--- config.mk ---
export PLATFORM = sky130hd
export DESIGN_NAME = muldiv_seq_flat
export DESIGN_NICKNAME = d
export VERILOG_FILES = /design/src/rtl/muldiv_pkg.sv /design/src/rtl/muldiv_seq_if.sv /design/src/rtl/muldiv_seq_core.sv /design/src/rtl/muldiv_seq.sv /design/src/flat_wrapper.sv
export SDC_FILE = /design/constraint.sdc
export NUM_CORES = 1
export LEC_CHECK = 0
export BUFFER_PORTS_ARGS = -buffer_cell sky130_fd_sc_hd__buf_2
export CORE_MARGIN = 4
export CORE_UTILIZATION = 25
export DETAILED_ROUTE_END_ITERATION = 10
export SETUP_SLACK_MARGIN = 0.05
export SLEW_MARGIN = 20
export SYNTH_ARGS = -nofsm -noshare
export SYNTH_HDL_FRONTEND = slang
export SYNTH_SLANG_ARGS = --single-unit
--- constraint.sdc ---
create_clock -name clk -period 7.3 [get_ports clk]
set_input_delay 0.73 -clock clk [delete_from_list [all_inputs] [get_ports clk]]
set_output_delay 0.73 -clock clk [all_outputs]
set_load 0.005 [all_outputs]
--- src/rtl/muldiv_pkg.sv ---
// +--------------------------------------------------------------------+
// | muldiv_pkg -- shared opcodes, FSM states and helpers for muldiv_seq |
// | Rev 1.0                                                             |
// +--------------------------------------------------------------------+
`default_nettype none

package muldiv_pkg;

  localparam logic [2:0] F3_MUL    = 3'b000;
  localparam logic [2:0] F3_MULH   = 3'b001;
  localparam logic [2:0] F3_MULHSU = 3'b010;
  localparam logic [2:0] F3_MULHU  = 3'b011;
  localparam logic [2:0] F3_DIV    = 3'b100;
  localparam logic [2:0] F3_DIVU   = 3'b101;
  localparam logic [2:0] F3_REM    = 3'b110;
  localparam logic [2:0] F3_REMU   = 3'b111;

  typedef enum logic [1:0] {
    S_IDLE = 2'd0,
    S_CALC = 2'd1,
    S_FIX  = 2'd2,
    S_DONE = 2'd3
  } state_e;

  function automatic int cnt_w(input int width);
    return $clog2(width);
  endfunction

  // {a is signed, b is signed} for a given opcode
  function automatic logic [1:0] op_signs(input logic [2:0] f3);
    logic [1:0] s;
    case (f3)
      F3_MULH, F3_DIV, F3_REM: s = 2'b11;
      F3_MULHSU:               s = 2'b10;
      F3_MUL, F3_MULHU,
      F3_DIVU, F3_REMU:        s = 2'b00;
      default:                 s = 2'b00;
    endcase
    return s;
  endfunction

endpackage

`default_nettype wire

--- src/rtl/muldiv_seq_if.sv ---
// +--------------------------------------------------------------------+
// | muldiv_seq_if -- request/response bundle of the mul/div sequencer   |
// | Rev 1.0                                                             |
// +--------------------------------------------------------------------+
`default_nettype none

interface muldiv_seq_if #(
  parameter int WIDTH = 32
);
  logic             start;
  logic             flush;
  logic [2:0]       funct3;
  logic [WIDTH-1:0] a;
  logic [WIDTH-1:0] b;
  logic             busy;
  logic             done;
  logic [WIDTH-1:0] result;
  logic             div_zero;

  modport master (
    output start, flush, funct3, a, b,
    input  busy, done, result, div_zero
  );

  modport slave (
    input  start, flush, funct3, a, b,
    output busy, done, result, div_zero
  );
endinterface

`default_nettype wire

--- src/rtl/muldiv_seq_core.sv ---
// +--------------------------------------------------------------------+
// | muldiv_core -- one radix-2 shift-add / restoring-subtract iteration |
// | Rev 1.0                                                             |
// +--------------------------------------------------------------------+
`default_nettype none

module muldiv_core #(
  parameter int WIDTH = 32
) (
  input  logic               div_mode_i,
  input  logic [2*WIDTH-1:0] acc_i,
  input  logic [WIDTH-1:0]   opnd_i,
  output logic [2*WIDTH-1:0] acc_o
);

  logic [WIDTH:0]   w_mul_sum;
  logic [2*WIDTH:0] w_div_sh;
  logic [WIDTH:0]   w_div_diff;

  always_comb begin
    w_mul_sum  = {1'b0, acc_i[2*WIDTH-1:WIDTH]} + (acc_i[0] ? {1'b0, opnd_i} : '0);
    // Shifted remainder needs one extra bit before the trial subtract
    w_div_sh   = {acc_i, 1'b0};
    w_div_diff = w_div_sh[2*WIDTH:WIDTH] - {1'b0, opnd_i};
    if (div_mode_i) begin
      if (w_div_diff[WIDTH]) begin
        acc_o = w_div_sh[2*WIDTH-1:0];
      end else begin
        acc_o = {w_div_diff[WIDTH-1:0], w_div_sh[WIDTH-1:1], 1'b1};
      end
    end else begin
      acc_o = {w_mul_sum, acc_i[WIDTH-1:1]};
    end
  end

endmodule

`default_nettype wire

--- src/rtl/muldiv_seq.sv ---
// +--------------------------------------------------------------------+
// | muldiv_seq -- iterative RV32M multiply/divide sequencer             |
// | Optional MULDIV_EARLY_OUT_EN: special cases bypass CALC. Rev 1.0    |
// +--------------------------------------------------------------------+
`default_nettype none

module muldiv_seq
  import muldiv_pkg::*;
#(
  parameter int WIDTH = 32
) (
  input  logic        clk,
  input  logic        rst_n,
  muldiv_seq_if.slave bus
);

  localparam int             CNT_W    = cnt_w(WIDTH);
  localparam logic [CNT_W-1:0] CNT_LAST = CNT_W'(WIDTH - 1);

  state_e               state_q;
  logic [CNT_W-1:0]     cnt_q;
  logic [2:0]           op_q;
  logic [2*WIDTH-1:0]   acc_q;
  logic [WIDTH-1:0]     opnd_q;
  logic                 neg_q;
  logic                 dz_pend_q;
  logic                 busy_q;
  logic                 done_q;
  logic [WIDTH-1:0]     result_q;
  logic                 div_zero_q;

  logic [1:0]           w_sgn;
  logic                 w_sa;
  logic                 w_sb;
  logic                 w_is_div;
  logic                 w_b_zero;
  logic                 w_neg;
  logic [WIDTH-1:0]     w_a_mag;
  logic [WIDTH-1:0]     w_b_mag;
  logic [WIDTH-1:0]     w_opnd_init;
  logic [2*WIDTH-1:0]   w_acc_init;
  logic [2*WIDTH-1:0]   w_acc_step;
  logic [2*WIDTH-1:0]   w_prod;
  logic [WIDTH-1:0]     w_div_sel;
  logic [WIDTH-1:0]     w_div_res;
  logic [WIDTH-1:0]     result_d;

  always_comb begin
    w_sgn       = op_signs(bus.funct3);
    w_sa        = w_sgn[1] & bus.a[WIDTH-1];
    w_sb        = w_sgn[0] & bus.b[WIDTH-1];
    w_is_div    = bus.funct3[2];
    w_b_zero    = (bus.b == '0);
    w_a_mag     = w_sa ? -bus.a : bus.a;
    w_b_mag     = w_sb ? -bus.b : bus.b;
    // Division by zero must keep the all-ones quotient un-negated
    case (bus.funct3)
      F3_REM, F3_REMU: w_neg = w_sa;
      F3_DIV, F3_DIVU: w_neg = (w_sa ^ w_sb) & ~w_b_zero;
      default:         w_neg = w_sa ^ w_sb;
    endcase
    w_acc_init  = w_is_div ? {{WIDTH{1'b0}}, w_a_mag} : {{WIDTH{1'b0}}, w_b_mag};
    w_opnd_init = w_is_div ? w_b_mag : w_a_mag;
  end

`ifdef MULDIV_EARLY_OUT_EN
  logic               w_skip;
  logic [2*WIDTH-1:0] w_acc_skip;

  // Preload the accumulator with what CALC would have produced
  always_comb begin
    w_skip     = 1'b0;
    w_acc_skip = '0;
    if (w_is_div) begin
      if (w_b_zero) begin
        w_skip     = 1'b1;
        w_acc_skip = {w_a_mag, {WIDTH{1'b1}}};
      end else if (w_sgn[1] && (bus.a == {1'b1, {(WIDTH-1){1'b0}}}) && (bus.b == '1)) begin
        w_skip     = 1'b1;
        w_acc_skip = {{WIDTH{1'b0}}, w_a_mag};
      end
    end else if ((bus.a == '0) || w_b_zero) begin
      w_skip = 1'b1;
    end
  end
`endif

  muldiv_core #(
    .WIDTH (WIDTH)
  ) u_core (
    .div_mode_i (op_q[2]),
    .acc_i      (acc_q),
    .opnd_i     (opnd_q),
    .acc_o      (w_acc_step)
  );

  always_comb begin
    w_prod    = neg_q ? -acc_q : acc_q;
    w_div_sel = op_q[1] ? acc_q[2*WIDTH-1:WIDTH] : acc_q[WIDTH-1:0];
    w_div_res = neg_q ? -w_div_sel : w_div_sel;
    if (op_q[2]) begin
      result_d = w_div_res;
    end else if (op_q == F3_MUL) begin
      result_d = w_prod[WIDTH-1:0];
    end else begin
      result_d = w_prod[2*WIDTH-1:WIDTH];
    end
  end

  always_ff @(posedge clk or negedge rst_n) begin
    if (!rst_n) begin
      state_q    <= S_IDLE;
      cnt_q      <= '0;
      op_q       <= '0;
      acc_q      <= '0;
      opnd_q     <= '0;
      neg_q      <= 1'b0;
      dz_pend_q  <= 1'b0;
      busy_q     <= 1'b0;
      done_q     <= 1'b0;
      result_q   <= '0;
      div_zero_q <= 1'b0;
    end else begin
      done_q <= 1'b0;
      if (bus.flush && (state_q != S_IDLE)) begin
        state_q <= S_IDLE;
        busy_q  <= 1'b0;
      end else begin
        case (state_q)
          S_IDLE: begin
            if (bus.start && !bus.flush) begin
              op_q      <= bus.funct3;
              neg_q     <= w_neg;
              dz_pend_q <= w_is_div & w_b_zero;
              cnt_q     <= '0;
              acc_q     <= w_acc_init;
              opnd_q    <= w_opnd_init;
              busy_q    <= 1'b1;
              state_q   <= S_CALC;
`ifdef MULDIV_EARLY_OUT_EN
              if (w_skip) begin
                acc_q   <= w_acc_skip;
                state_q <= S_FIX;
              end
`endif
            end
          end
          S_CALC: begin
            acc_q <= w_acc_step;
            cnt_q <= cnt_q + CNT_W'(1);
            if (cnt_q == CNT_LAST) begin
              state_q <= S_FIX;
            end
          end
          S_FIX: begin
            result_q   <= result_d;
            div_zero_q <= dz_pend_q;
            busy_q     <= 1'b0;
            done_q     <= 1'b1;
            state_q    <= S_DONE;
          end
          S_DONE: begin
            state_q <= S_IDLE;
          end
          default: begin
            state_q <= S_IDLE;
          end
        endcase
      end
    end
  end

  assign bus.busy     = busy_q;
  assign bus.done     = done_q;
  assign bus.result   = result_q;
  assign bus.div_zero = div_zero_q;

endmodule

`default_nettype wire

--- src/flat_wrapper.sv ---
// flat-port wrapper written by rule: the top's interface ports become plain ports
module muldiv_seq_flat import muldiv_pkg::*;
#(
  parameter int WIDTH = 32
)
  (clk, rst_n, bus_start, bus_flush, bus_funct3, bus_a, bus_b, bus_busy, bus_done, bus_result, bus_div_zero);
  muldiv_seq_if #(.WIDTH(WIDTH)) bus_i ();
  input  logic clk;
  input  logic rst_n;
  input wire logic [$bits(bus_i.start)-1:0] bus_start;
  input wire logic [$bits(bus_i.flush)-1:0] bus_flush;
  input wire logic [$bits(bus_i.funct3)-1:0] bus_funct3;
  input wire logic [$bits(bus_i.a)-1:0] bus_a;
  input wire logic [$bits(bus_i.b)-1:0] bus_b;
  output wire logic [$bits(bus_i.busy)-1:0] bus_busy;
  output wire logic [$bits(bus_i.done)-1:0] bus_done;
  output wire logic [$bits(bus_i.result)-1:0] bus_result;
  output wire logic [$bits(bus_i.div_zero)-1:0] bus_div_zero;
  assign bus_i.start = bus_start;
  assign bus_i.flush = bus_flush;
  assign bus_i.funct3 = bus_funct3;
  assign bus_i.a = bus_a;
  assign bus_i.b = bus_b;
  assign bus_busy = bus_i.busy;
  assign bus_done = bus_i.done;
  assign bus_result = bus_i.result;
  assign bus_div_zero = bus_i.div_zero;
  muldiv_seq #(.WIDTH(WIDTH)) u_core (.clk(clk), .rst_n(rst_n), .bus(bus_i));
endmodule
Word-level counts from Yosys, hierarchy flattened
Memories as Yosys holds them, arrays and structs flattened.
Index checks and enable logic that the tools add are counted.
{"block": "word_totals", "wordCells": 79, "latchBits": 0, "reg_bits": 143, "mem_bits_rw": 0, "input_bits": 71, "rom_bits": 16, "memories": 1, "out_inout_bits": 35}
{"block": "classes", "eq_ne": 11, "magnitude_cmp": 0, "mux": 26, "n_reduce_logical": 16, "shifts": 0, "n_div": 0, "addsub": 7, "multipliers": 0, "bitwise": 7}
{"memory": "(no name shown)", "words": 8, "width": 2, "read_ports": 1, "rd_ports_with_merged_regs": 0, "wr": 0, "line": "muldiv_pkg.sv:32", "text": "case (f3)"}
{"operator": "$mux 32", "count": 9}
{"operator": "$mux 64", "count": 4}
{"operator": "$pmux 64 s2", "count": 1}
{"operator": "$neg 32->32", "count": 3}
{"operator": "$neg 64->64", "count": 1}
{"operator": "$add 32x33->33", "count": 1}
{"operator": "$sub 33x32->33", "count": 1}
{"operator": "$logic_not 32->1", "count": 1}
{"operator": "$eq 3x3->1 const B", "count": 4}
{"operator": "$pmux 5 s2", "count": 1}
{"operator": "$pmux 2 s4", "count": 1}
{"operator": "$mux 2", "count": 3}
{"operator": "$ne 3x1->1 const B", "count": 2}
{"operator": "$reduce_and 2->1", "count": 3}
{"operator": "$reduce_and 3->1", "count": 2}
{"operator": "$add 5x1->5 const B", "count": 1}
{"operator": "$eq 5x5->1 const B", "count": 1}
{"operator": "$mux 5", "count": 1}
{"operator": "$and 1x1->1", "count": 4}
{"operator": "$eq 2x2->1 const B", "count": 2}
{"operator": "$mux 1", "count": 4}
{"operator": "$pmux 1 s2", "count": 2}
{"operator": "$reduce_bool 2->1", "count": 2}
{"operator": "$reduce_or 2->1", "count": 2}
{"operator": "9 further kinds", "count": 11}

Logic depth before layout (Yosys ltp)
Gate-level depths: netlist of run 1.
An unclocked memory read counts as a cell.
{"block": "logic_depth", "depth_word": 6, "mapped_depth": 15, "ltp_nobuf": 13}

Hierarchy
From an unflattened synthesis of run 1, not the netlist that was laid out.
{"block": "unflattened", "hier_cells": 2080, "area_unflattened_um2": 15832.7}
{"mod": "muldiv_seq", "seq_area_each_um2": 3578.4, "instances": 1, "area_each_um2": 11011.8, "cells_per_inst": 1392}
{"mod": "muldiv_core", "seq_area_each_um2": 0.0, "instances": 1, "area_each_um2": 4820.9, "cells_per_inst": 688}

Worst setup path before layout of run 1
Ideal clock, no wire load.
{"block": "synth_path", "kind": "register to register", "start": "register u_core.op_q[1]", "end": "register u_core.result_q[30], in the netlist u_core.bus.result[30]", "path_stages_with_launch": 16, "setup_time_ns": 0.129, "n_path_buf": 5, "slack_ns": 3.404, "synth_period_minus_slack_ns": 3.896, "arrival_ns": 3.767, "t_required_ns": 7.171, "path_cell_list": "dfrtp_1 clkbuf_1 clkbuf_1 buf_1 buf_1 buf_1 mux2i_1 ha_1 o21ai_0 nand2b_1 nor3_1 nand2_1 o31ai_1 xor2_1 a221oi_1 a21oi_1"}
{"block": "synth_via", "elab_chain_len": 4, "word_cells_on_any_way": 6, "cone_classes": "1 x add/sub; 4 x mux; 1 x reduce/logical"}
{"item": "from (decl)", "line": "muldiv_seq.sv:22", "text": "logic [2:0] op_q;"}
{"item": "from (signal assigned)", "line": "muldiv_seq.sv:132", "text": "op_q <= bus.funct3;"}
{"item": "$mux 32", "line": "muldiv_seq.sv:99", "text": "w_div_sel = op_q[1] ? acc_q[2*WIDTH-1:WIDTH] : acc_q[WIDTH-1:0];"}
{"item": "$neg 32->32", "line": "muldiv_seq.sv:100", "text": "w_div_res = neg_q ? -w_div_sel : w_div_sel;"}
{"item": "$mux 32", "line": "muldiv_seq.sv:100"}
{"item": "$mux 32 (*)", "line": "muldiv_seq.sv:101", "text": "if (op_q[2]) begin"}
{"item": "to (signal assigned)", "line": "muldiv_seq.sv:156", "text": "result_q <= result_d;"}
{"item": "to (decl)", "line": "muldiv_seq.sv:29", "text": "logic [WIDTH-1:0] result_q;"}
Mark *: on every way between the ends. The rest lies on a longest branch, timed or not.
A chain may end at the register's enable or synchronous reset.

Final worst setup path of run 1
{"block": "layout_path", "start": "register u_core.acc_q[31]", "end": "register u_core.acc_q[41]"}
{"block": "layout_via", "elab_chain_len": 4}
{"item": "from (decl)", "line": "muldiv_seq.sv:23", "text": "logic [2*WIDTH-1:0] acc_q;"}
{"item": "from (signal assigned)", "line": "muldiv_seq.sv:136", "text": "acc_q <= w_acc_init;"}
{"item": "from (signal assigned)", "line": "muldiv_seq.sv:149", "text": "acc_q <= w_acc_step;"}
{"item": "$sub 33x32->33", "line": "muldiv_seq_core.sv:24", "text": "w_div_diff = w_div_sh[2*WIDTH:WIDTH] - {1'b0, opnd_i};"}
{"item": "$mux 64", "line": "muldiv_seq_core.sv:26", "text": "if (w_div_diff[WIDTH]) begin"}
{"item": "$mux 64", "line": "muldiv_seq_core.sv:25", "text": "if (div_mode_i) begin"}
{"item": "$pmux 64 s2", "line": "muldiv_seq.sv:129", "text": "case (state_q)"}
Every way passes these cells.

==> run metrics, run 1 <==
status=finished clean; Post-synth top cells=nand2_1, nor2_1, o21ai_0, a21oi_1, dfrtp_1; boundary pin count=106; Net Sw Frac=52.9%; Hold Fails Final Rpt=0; CTS buffer count=17; Worst setup EP type=flop; DR WL/cell=19.1 um; Antenna Cells=0; GRT Overall Usage=16.5%; DRC=0; register share of total power=23.3%; max-cap violation count=0; IO buf count=105; startpoint type of the worst setup path=flop; maximum clock path buffer count=2; measured slew at the worst slew-check pin=1.01 ns; worst rel slew slack=32.8%; Post-CTS Hold Buffers=0; antenna viol nets, final=0; area share of the largest cell type after synthesis=23.7%; Clk pwr share=11.3%; Top FF cell, synth=dfrtp_1; Core Region=59500 um2; EDFF count, synth=0; # fillers=6572; Crit Path Category=reg2reg; sequential share of the synthesized area=23.7%; final slew viol count=0; CP arrival=4.62 ns; Placement Setup Slack=3.10 ns; Peak VDD IR=0.205 mV; Layout area overhead=11.2%; clock-pin slew on the worst setup and hold paths=0.07 ns; setup bufs post-CTS=0; final setup violation count=0; htree depth=4; Area contributors post-synth=dfrtp_1, o21ai_0, xnor2_1; Pwr Density=460 nW/um2; area of the die=64500 um2; Avg Inst Size Synth=7.51 um2; top-count cell post-synth=nand2_1; die height=254 um; global route total overflow=0; Async S/R FF share, synth=100%; Post-CTS Resized=0; CTS tree=done; share of cells above drive strength 1=11.0%; post-DP HPWL=41000 um; setup TNS=0 ns; Critical Path RT=7.63 ns; first-pass GRT wire length=84800 um; nets=2169; HP Class=in2async; Yosys top cell by area=dfrtp_1; gpl congestion=0.927; drt pass-1 iters=5; CTS Root Cell=clkbuf_16; unique cell type count in the Yosys netlist=74; Clock Sinks=143; Vias/cell=5.30; syn nets=2162; final setup margin=3.00 ns; Tcrit/Tclk final=58.9%; post-route minimum period=4.30 ns; Sw Pwr=4.09 mW; skew final=0.0129 ns; vias in the first global route=14147; Yosys reg bits=143; Internal Pwr Total=3.64 mW; Cell Area, Synth=15100 um2; initial antenna violation count=0; initial core utilization=25.4%; DR iter-0 viols=1277; Leak=7.08 nW; Post-Synthesis Cells=2014; f_max=233 MHz; overall power=7.73 mW; total number of vias=14887; RSZ-0062 raised after global routing=no; Logic pwr share=65.4%; Synth Warn #=0; critical-path maximum fanout=58; largest net degree at the start of global routing=105; final WL=53500 um; Cell Rows=89; clk_lat worst skew=0.46 ns; Die X-Extent=254 um
[sequential cells by signal (all words and copies together), names as in the netlist]
register,cells
u_core.acc_q,64
u_core.bus.busy,1
u_core.bus.div_zero,1
u_core.bus.done,1
u_core.bus.result,32
u_core.cnt_q,5
u_core.dz_pend_q,1
u_core.neg_q,1
u_core.op_q,3
u_core.opnd_q,32
u_core.state_q,2
[cells by family after synthesis]
family	share of synthesized area [%]
AOI/OAI and AO/OA	27.4
xor gates and xnor gates	11.4
adders and majority gates	6.47
buffers and inverters	5.45
DFF	23.7
muxes	6.14
and+or+nand+nor	19.5
[through the flow]
stage	instance area [um2]	hold WS [ns]	cells	util, %
4_1_cts	16800	0.363	2807	28.3
6_report	16800	0.317	2807	28.3
3_3_place_gp	16300	0.456	2775	27.3
5_1_grt	16800	0.371	2807	28.3
3_5_place_dp	16300	0.462	2775	27.3
2_1_floorplan	15100	0.434	2014	-
[power by group through the flow]
stage | logic [mW] | clock network [mW] | registers (mW)
floorplan | 3.98 | 0 | 1.38
global placement | 4.98 | 0 | 1.79
detailed placement | 5.00 | 0 | 1.80
CTS | 5.02 | 0.884 | 1.78
global route | 5.63 | 0.917 | 1.84
finish | 5.05 | 0.872 | 1.80
[cell type report]
type,instances,area (um2),area share [%]
inverter,72,270,1.61
sequential,143,3580,21.3
multi-input combinational,1659,10700,63.8
tap,773,967,5.75
clock inverter,11,108,0.640
clock buffer,21,450,2.68
timing repair buffer,128,704,4.19
[placed cells by master (no fill, tap or decap), types with 8 or more instances in the layout]
| cell | instances |
|---|---|
| clkbuf_16 | 17 |
| a21oi_1 | 165 |
| o211ai_1 | 26 |
| o21a_1 | 18 |
| nand3_1 | 29 |
| and2_1 | 9 |
| mux2_2 | 38 |
| buf_4 | 23 |
| a22oi_1 | 13 |
| o21ai_0 | 193 |
| nor2b_1 | 12 |
| o21bai_1 | 9 |
| o41ai_1 | 17 |
| dfrtp_1 | 140 |
| nand2_1 | 226 |
| buf_2 | 104 |
| a211oi_1 | 58 |
| nor3_1 | 40 |
| nand4_1 | 8 |
| xnor2_1 | 108 |
| nand2b_1 | 17 |
| ha_1 | 74 |
| mux2i_1 | 50 |
| or4_1 | 15 |
| a21o_1 | 23 |
| o31ai_1 | 43 |
| nor2_1 | 203 |
| a31oi_1 | 13 |
| xor2_1 | 88 |
| or3_1 | 27 |
| inv_1 | 69 |
| nor4_1 | 13 |
[metal layers]
layer	global-route usage, %	share of wire, %	vias up	wire length, um
li1	-	-	7283	-
met3	2.81	6.5	62	3500
met5	0	0	-	0
met1	23.7	47	7047	25400
met4	4.11	1.9	0	992
met2	25.6	44	495	23700
[worst max-delay path, stage by stage (launching register included)]
cell       delay (ns)
dfrtp_1          0.57
inv_1            0.16
ha_1             0.24
fa_1             0.40
nand2b_1         0.19
a21o_1           0.21
a211oi_1         0.55
o211a_1          0.28
o2111ai_1        0.14
nand4_1          0.13
buf_4            0.56
a211oi_1         0.10
a2111oi_0        0.45
o21ai_0          0.15
[path summary, 6_finish.rpt]
path                                           from               endpoint  slack, ns  cells after the start
min in group clk                u_core.bus.div_zero    u_core.bus.div_zero       0.47                      2
worst min-delay path                          rst_n  u_core.bus.result[18]       0.32                      1
worst max register to register     u_core.acc_q[31]       u_core.acc_q[41]       3.00                     13
max in group asynchronous                     rst_n         u_core.op_q[2]       5.45                      2
worst min register to register  u_core.bus.div_zero    u_core.bus.div_zero       0.47                      2
worst max-delay path               u_core.acc_q[31]       u_core.acc_q[41]       3.00                     13
Note: power is estimated with default switching activity, not from simulation.
==> run 2: changes to the inputs <==
--- a/config.mk
+++ b/config.mk
@@ -5,6 +5,7 @@
 export SDC_FILE = /design/constraint.sdc
 export NUM_CORES = 1
 export LEC_CHECK = 0
+export ABC_AREA = 1
 export BUFFER_PORTS_ARGS = -buffer_cell sky130_fd_sc_hd__buf_2
 export CORE_MARGIN = 4
 export CORE_UTILIZATION = 25
==> constraint.sdc (replaced) <==
create_clock -name clk -period 3.6 [get_ports clk]
set_input_delay 0.36 -clock clk [delete_from_list [all_inputs] [get_ports clk]]
set_output_delay 0.36 -clock clk [all_outputs]
set_load 0.005 [all_outputs]
==> run 2 against run 1 <==
Compared with the run above:
- count of clock-buffer cells in the layout is 1 lower
- setup slack worse by 2.6 ns
- core utilization is 0.16 points higher
- combinational power grew to 2.7 times the previous value
- largest power group unchanged
- non-clock buffer count is 31 higher
- critical path type unchanged
- design area is 21% higher
- highest routed layer unchanged
- first-iteration DRC count is 98% higher
==> run metrics, run 2 <==
Peak VDD IR=0.463 mV (+130%); Non-Filler Instances=4263 (+52%); GRT Overall Usage=20.0% (+3.5 points); Placement Setup Slack=0.488 ns (-2.61 ns); nets=3448 (+59%); Pwr Density=914 nW/um2 (+99%); boundary pin count=106 (unchanged); Die X-Extent=277 um (+9.1%); Core Region=71600 um2 (+20%); Vias/cell=5.18 (-2.3%); Internal Pwr Total=7.51 mW (+110%); clock-pin slew on the worst setup and hold paths=0.07 ns (about the same); max-cap violation count=0 (unchanged); htree depth=4 (unchanged); CTS Root Cell=clkbuf_16; DRC=0 (unchanged); final core occ=28.4% (+0.16 points); register share of total power=17.4% (-5.9 points); Avg Inst Size Synth=5.60 um2 (-25%); Layout area overhead=12.5%; DR iter-0 viols=2530 (+98%); Leak=10.2 nW (+44%); HP Class=in2reg; total number of vias=22092 (+48%); Clock Sinks=143 (unchanged); global route total overflow=0 (unchanged); IO buf count=105 (unchanged); area of the die=76800 um2 (+19%); first-pass GRT wire length=120000 um (+42%); initial antenna violation count=0 (unchanged); EDFF count, synth=0 (unchanged); setup TNS=0 ns (unchanged); status=finished clean; maximum clock path buffer count=2 (unchanged); CP arrival=3.54 ns (-1.08 ns); skew final=0.0157 ns (+0.00276 ns); Crit Path Category=reg2reg; CTS tree=done; gpl congestion=1.02 (+10%); Synth Warn #=0 (unchanged); Tcrit/Tclk final=88.1% (+29 points); Logic pwr share=72.3% (+6.9 points); die height=277 um (+9.1%); Yosys reg bits=143 (unchanged); post-DP HPWL=64300 um (+57%); antenna viol nets, final=0 (unchanged); unique cell type count in the Yosys netlist=56 (-24%); share of cells above drive strength 1=8.12% (-2.9 points); sequential share of the synthesized area=19.8% (-3.9 points); Worst setup EP type=flop; top-count cell post-synth=nand2_1; vias in the first global route=19970 (+41%); commonest cells after routing, fill and taps aside=nand2_1, nor2_1, inv_1; post-route design area=20400 um2 (+21%); Net Sw Frac=59.7% (+6.8 points); DR WL/cell=18.7 um (-2.0%); f_max=315 MHz (+35%); clk_lat worst skew=0.47 ns (about the same); drt pass-1 iters=8 (+3); Clk pwr share=10.3% (-1.0 points); startpoint type of the worst setup path=flop; CTS buffer count=17 (unchanged); RSZ-0062 raised after global routing=no; final setup violation count=0 (unchanged); crit-path max cell delay=0.51 ns (-0.06 ns); Area contributors post-synth=nand2_1, dfrtp_1, nand3_1; setup bufs post-CTS=0 (unchanged); most common cell after layout, fill and taps aside=nand2_1; Post-Synthesis Cells=3231 (+60%); max reg flops=64 (unchanged); Cell Area, Synth=18100 um2 (+20%); measured slew at the worst slew-check pin=1.07 ns (+0.0588 ns); final slew viol count=0 (unchanged); Post-synth top cells=nand2_1, nor2_1, inv_1, nand3_1, a21oi_1; initial core utilization=25.3% (-0.15 points); Async S/R FF share, synth=100% (unchanged); post-route minimum period=3.17 ns (-1.13 ns); critical-path maximum fanout=16 (-72%); Yosys top cell by area=nand2_1; Cell Rows=98 (+10%); hold_ws=0.240 ns (-0.0769 ns); worst rel slew slack=28.8% (-3.9 points); syn nets=3379 (+56%); area share of the largest cell type after synthesis=21.0% (-2.7 points); largest net degree at the start of global routing=101 (-3.8%); most frequent cell on the critical path=nand2_1; DP Area=19800 um2 (+21%); Biggest register=u_core.acc_q; CP max-delay cell=nor2_1; overall power=18.6 mW (+140%); Sw Pwr=11.1 mW (+170%); Top FF cell, synth=dfrtp_1; Critical Path RT=3.97 ns (-3.66 ns); Antenna Cells=0 (unchanged); final setup margin=0.428 ns (-2.57 ns); CP Cell Sequence=inv_1 -> ha_1 -> fa_1 -> inv_1 -> nand2_1 -> nand2_1 -> nand3_1 -> nand2_1 -> nand2_1 -> nand2_2 -> nand2_1 -> nand3_1 -> nand2_2 -> nor2_1 -> nand2_1 -> nand3_1 -> nand2_1; Hold Fails Final Rpt=0 (unchanged); final WL=79600 um (+49%); Placed Cells=4230 (+52%)
run 2: cell count changes after synthesis, sizes merged, moves of 49 or more:
cell and change:
nand2 +792, inv +338, nand3 +316, nor2 +215
xnor2 -95, a211oi -58, clkbuf -57, mux2i -49
run 2: critical path: cells and delay by family (launching register included):
kind | cells | cell delay (ns)
AND/OR/NAND/NOR | 13 | 1.78
adder cells (fa/ha/maj) | 2 | 0.66
flip-flops | 1 | 0.42
buffers and inverters | 2 | 0.20
run 2: path summary, 6_finish.rpt:
check                                      start               endpoint  slack (ns)  cells past startpoint
max                             u_core.acc_q[31]       u_core.acc_q[44]        0.43                     17
min                                    bus_b[31]      u_core.opnd_q[31]        0.24                      3
max reg2reg                     u_core.acc_q[31]       u_core.acc_q[44]        0.43                     17
min reg2reg                u_core.bus.result[15]  u_core.bus.result[15]        0.48                      2
max in group asynchronous                  rst_n      u_core.opnd_q[28]        2.24                      3
min in group asynchronous                  rst_n  u_core.bus.result[24]        0.46                      2
run 2: what timing repair did:
item,4_1_cts,5_1_grt
gates resized for setup,0,0
hold buffers,1,0
hold endpoints to repair,61,0
run 2: cells by family after synthesis:
family / after synthesis / synth area share, %
AOI/OAI and AO/OA: 525 / 16.4
xor gates and xnor gates: 65 / 3.15
adders and majority gates: 77 / 5.41
buffers and inverters: 520 / 11.3
DFF: 143 / 19.8
muxes: 1 / 0.0553
and+or+nand+nor: 1900 / 43.9
run 2: final cells by class:
class | instances | area, um2
fill | 8209 | 51200
tap | 950 | 1190
inverter | 411 | 1540
multi-input combinational | 2568 | 12500
clock buffer | 20 | 447
clock inverter | 12 | 158
sequential | 143 | 3580
timing repair buffer | 159 | 965
run 2: metal layers:
| metal | global-route usage, % | wire length [um] |
|---|---|---|
| met5 | 0 | 0 |
| met1 | 27.9 | 34500 |
| met2 | 29.7 | 33400 |
| met3 | 2.69 | 6950 |
| met4 | 10.8 | 4780 |
run 2: power by group through the flow:
stage | Combinational, mW | Sequential [mW] | Clock [mW]
CTS | 13.1 | 3.19 | 1.94
finish | 13.5 | 3.24 | 1.92
floorplan | 9.14 | 2.88 | 0
global placement | 13.0 | 3.20 | 0
global route | 14.8 | 3.29 | 2.00
detailed placement | 13.1 | 3.22 | 0
